`src/rtl/dco_sweep_ctrl.sv`:
```
// Steps a DCO tuning word from f_start toward f_stop, holding each word for dwell+1 cycles, clamped at f_stop.
// All outputs registered; no backpressure, abort and reset return to IDLE on the next edge.
module dco_sweep_ctrl #(
    parameter int N = 5,
    parameter int D = 8
) (
    input  logic         clk,
    input  logic         reset,
    input  logic         start,
    input  logic         abort,
    input  logic [N-1:0] f_start,
    input  logic [N-1:0] f_stop,
    input  logic [N-1:0] f_step,
    input  logic [D-1:0] dwell,
    output logic [N-1:0] inc,
    output logic         dco_clr,
    output logic         dco_en,
    output logic         busy,
    output logic         done,
    output logic         step_strobe
);

    typedef enum logic [1:0] {
        IDLE  = 2'd0,
        LOAD  = 2'd1,
        DWELL = 2'd2,
        DONE  = 2'd3
    } state_t;

    state_t       state;
    logic [N-1:0] start_q;
    logic [N-1:0] stop_q;
    logic [N-1:0] step_q;
    logic [D-1:0] dwell_q;
    logic [D-1:0] cnt;
    logic         up_q;

    logic [N-1:0] step_eff;
    logic [N:0]   sum;
    logic [N:0]   diff;
    logic [N-1:0] next_word;

    // One extra bit catches both overflow past full scale and borrow below zero,
    // so either case clamps to the stop word instead of wrapping.
    always_comb begin
        step_eff  = step_q;
        if (step_q == '0) begin
            step_eff = N'(1);
        end
        sum       = {1'b0, inc} + {1'b0, step_eff};
        diff      = {1'b0, inc} - {1'b0, step_eff};
        next_word = stop_q;
        if (up_q) begin
            if (sum < {1'b0, stop_q}) begin
                next_word = sum[N-1:0];
            end
        end else begin
            if (!diff[N] && (diff[N-1:0] > stop_q)) begin
                next_word = diff[N-1:0];
            end
        end
    end

    always_ff @(posedge clk) begin
        if (reset) begin
            state       <= IDLE;
            inc         <= '0;
            cnt         <= '0;
            start_q     <= '0;
            stop_q      <= '0;
            step_q      <= '0;
            dwell_q     <= '0;
            up_q        <= 1'b0;
            dco_clr     <= 1'b0;
            dco_en      <= 1'b0;
            busy        <= 1'b0;
            done        <= 1'b0;
            step_strobe <= 1'b0;
        end else if (abort && ((state == LOAD) || (state == DWELL))) begin
            state       <= IDLE;
            inc         <= '0;
            cnt         <= '0;
            dco_clr     <= 1'b0;
            dco_en      <= 1'b0;
            busy        <= 1'b0;
            done        <= 1'b0;
            step_strobe <= 1'b0;
        end else begin
            done        <= 1'b0;
            step_strobe <= 1'b0;
            dco_clr     <= 1'b0;
            case (state)
                IDLE: begin
                    inc    <= '0;
                    dco_en <= 1'b0;
                    busy   <= 1'b0;
                    if (start && !abort) begin
                        start_q <= f_start;
                        stop_q  <= f_stop;
                        step_q  <= f_step;
                        dwell_q <= dwell;
                        up_q    <= (f_stop > f_start);
                        dco_clr <= 1'b1;
                        busy    <= 1'b1;
                        state   <= LOAD;
                    end
                end
                LOAD: begin
                    inc    <= start_q;
                    cnt    <= dwell_q;
                    dco_en <= 1'b1;
                    busy   <= 1'b1;
                    state  <= DWELL;
                end
                DWELL: begin
                    if (cnt == '0) begin
                        if (inc == stop_q) begin
                            done   <= 1'b1;
                            busy   <= 1'b0;
                            dco_en <= 1'b0;
                            state  <= DONE;
                        end else begin
                            inc         <= next_word;
                            cnt         <= dwell_q;
                            step_strobe <= 1'b1;
                        end
                    end else begin
                        cnt <= cnt - D'(1);
                    end
                end
                DONE: begin
                    inc   <= '0;
                    state <= IDLE;
                end
                default: begin
                    state <= IDLE;
                end
            endcase
        end
    end

endmodule

```
`config.mk`:
```
export PLATFORM = sky130hd
export DESIGN_NAME = dco_sweep_ctrl
export DESIGN_NICKNAME = d
export VERILOG_FILES = /design/src/rtl/dco_sweep_ctrl.sv
export SDC_FILE = /design/constraint.sdc
export NUM_CORES = 1
export LEC_CHECK = 0
export CORE_AREA = 2 2 76 78
export CTS_BUF_LIST = sky130_fd_sc_hd__clkbuf_16
export CTS_CLUSTER_DIAMETER = 120
export DETAILED_ROUTE_END_ITERATION = 8
export DIE_AREA = 0 0 78 80
export MAX_ROUTING_LAYER = met4
export PLACE_DENSITY_LB_ADDON = 0.25
export SLEW_MARGIN = 20
export SYNTH_ARGS = -nofsm -noshare
export SYNTH_HDL_FRONTEND = slang
export SYNTH_SLANG_ARGS = --single-unit
```
`constraint.sdc`:
```
create_clock -name clk -period 7.2 [get_ports clk]
set_input_delay 1.8 -clock clk [delete_from_list [all_inputs] [get_ports clk]]
set_output_delay 1.8 -clock clk [all_outputs]
set_load 0.005 [all_outputs]
```
==> run metrics <==
# Post-CTS Setup Buffers 0; Synthesized Nets 435; commonest non-fill, non-tap cell in the layout nand2_1; Fin Setup TNS 0 ps; r2r setup slk 3220 ps; Setup CP Type flop to flop; largest net degree at the start of global routing 28; Vias/cell 5.684; CTS max path bufs 2; largest cells by area after synthesis dfxtp_1 (29%), ha_1 (13%), nand2_1 (8.2%), a21oi_1 (6.4%), nor2_1 (3.6%); post-synthesis sequential area ratio 29.49%; Top FF cell, synth dfxtp_1; max_slew headroom 43.27%; synthesized flop and latch total 44; number of vias in the routed layout 2,700; Worst Skew 6.628 ps; Layout area overhead 18.47%; CP Cell Sequence inv_1 -> a41o_1 -> ha_1 -> fa_1 -> a21oi_1 -> o21ai_0 -> xnor2_1 -> ha_1 -> a211oi_1 -> o21ai_0 -> a311oi_1 -> nand2_1 -> o2111a_1 -> a311o_1; largest family of logic cells by synthesized area compound AO/OA/AOI/OAI gates; CP Capture Point inc[0]$_SDFFE_PP0P_; PD cells 290.4 mW/mm^2; Critical Path Fanout Max 5; period utilisation layout 55.34%; Startpoint Class flop; status complete, no violations; antenna violations before repair 0; Max Cap Viol 0; die width 78 um; Starting Density 55.25%; Clock Sinks 44; area share of the largest cell type after synthesis 29.49%; Clock Latency Late Sink 290 ps; Final Setup Violations 0; slowest CP cell a311oi_1; Max Clock Freq 0.2510 GHz; R2R cell count 14; post-layout net count 462; DRC 0; Synth Area in Simple Gates 19.90%; EDFF count, synth 0; HPWL Detailed 5.341 mm; Mean Syn Cell Area 7.964 um^2; CTS tree yes; actual slew at the worst max-slew pin 850.9 ps; Worst path max stage delay 600 ps; CP startpoint step_q[1]$_SDFFE_PP0P_; gpl congestion 0.9070; synth unique cells 58; most frequent cells in the layout nand2_1 (65), dfxtp_1 (44), a21oi_1 (38); die area 0.006240 mm^2; Clock Tree Root clkbuf_16; share of layout cells above drive strength 1 7.196%; Hold Worst Slack 456.2 ps; worst hold path cell count 2; CTS resizes 0; synth warn 0; maximum VDD drop 0.0001540 V; Syn Inst Count 375; Worst path top cell family by delay compound AO/OA/AOI/OAI gates; Reg clk slew, reported paths 60 ps; final wirelength 7.145 mm; Total Power 1.028 mW; WP depth 14; Async SR Flop Fraction 0%; mux contribution to synthesized area 3.016%; n_diodes 0; Pleak 1.386 nW; CP arrival 4160 ps; Post-Synth XOR/XNOR Area 2.933%; endpoints failing hold 0; fillers 483; final core occ 65.46%; fin crit period 3984 ps; H-tree Lvls 2; core area 0.005405 mm^2; routed length per instance 15.04 um; Mapped Area 0.002987 mm^2; Synth area leader dfxtp_1; CP Data Required Time 7380 ps; Buf/Inv on CP 1; Final ANT Viol Nets 0; Tot GR Track Use 25.24%; first-pass GRT wire length 12.29 mm; Num CTS Buffers 5; area fraction in compound gates after synthesis 24.09%; Die Y 80 um; total grt overflow 0; IO buf count 36; RSZ-0062 raised after global routing no; reg2reg end inc[0]$_SDFFE_PP0P_; worst hold path type flop to flop; Setup crit end kind flop; Hold Startpoint dwell_q[6]$_SDFFE_PP0P_; CTS Hold Bufs 0; Final Max Slew Viols 0; Adder-Cell Fraction of Synth Area 14.33%; First-pass DRT Iterations 5; DR iter-0 viols 248; IO Count 37; FF-to-FF Start step_q[1]$_SDFFE_PP0P_; number of core rows 27; vias in the first global route 2,624
-- layer usage --
metal | track usage [%] | vias up | part of all wire [%]
li1 | - | 1345 | -
met1 | 32.94 | 1261 | 45
met2 | 39.57 | 79 | 47
met3 | 3.846 | 15 | 5.4
met4 | 10.00 | 0 | 2.3
met5 | - | - | 0
-- report_power, final --
group          switching (mW)  internal [mW]
combinational           0.275          0.190
clock                  0.0935          0.163
sequential             0.0319          0.274
-- cell type report --
type,instances,area (um^2),share of cell area (%)
tap,72,90.09,2.546
sequential,44,880.8,24.89
inverter,28,105.1,2.970
clock buffer,5,125.1,3.536
clock inverter,3,42.54,1.202
multi-input combinational,285,1919,54.24
timing repair buffer,38,375.4,10.61
-- registers in the layout (all words and copies together), names as in the netlist --
register and count:
stop_q 5, state 2, cnt 8, inc 5, up_q 1, step_strobe 1
dco_clr 1, dco_en 1, dwell_q 8, busy 1, start_q 5, step_q 5
done 1
-- worst min path at each step --
stage                               to  slack (ps)
6_report       dwell_q[6]$_SDFFE_PP0P_         460
5_1_grt        dwell_q[6]$_SDFFE_PP0P_         480
3_5_place_dp   dwell_q[7]$_SDFFE_PP0P_         450
4_1_cts        dwell_q[7]$_SDFFE_PP0P_         460
2_1_floorplan  start_q[1]$_SDFFE_PP0P_         440
3_3_place_gp   dwell_q[6]$_SDFFE_PP0P_         450
-- worst register-to-register path, delay by kind of cell, from the launching register on --
family                     cells  cell delay [ps]
adders and majority gates      3              910
AOI/OAI and AO/OA              8             1980
buffers and inverters          1              100
xor gates and xnor gates       1              220
and+or+nand+nor                1              220
DFF                            1              450
-- logic make-up (layout without fill, tap and decap cells) --
logic type | after synthesis | count (layout)
muxes | 9 | 9
buffers and inverters | 46 | 74
adders and majority gates | 33 | 33
DFF | 44 | 44
and+or+nand+nor | 129 | 129
AOI/OAI and AO/OA | 104 | 104
xor gates and xnor gates | 10 | 10
-- synthesized netlist by cell type (all sizes together) (2+ instances only) --
cell    count
o21ai      15
nor3        4
o21a        7
nand3       6
mux2i       9
a21o        9
dfxtp      44
a211oi      5
and2        2
inv        28
o221a       2
o211ai      4
o41ai       2
a31oi       2
nor2b       3
or4         2
clkbuf     13
and3        2
a21oi      43
nand2b      5
ha         31
xnor2       9
buf         5
or3         2
fa          2
or2         3
o31ai       3
nor2       30
a311oi      2
nand2      65
nor4        2
-- per-stage QoR --
step	area, um^2	setup slack [ps]	cells
6_report	3538	3216	475
5_1_grt	3538	2974	475
4_1_cts	3538	3281	475
3_5_place_dp	3371	3296	467
3_3_place_gp	3371	3407	467
2_1_floorplan	2987	3657	375
(Power assumes the default switching activity.)
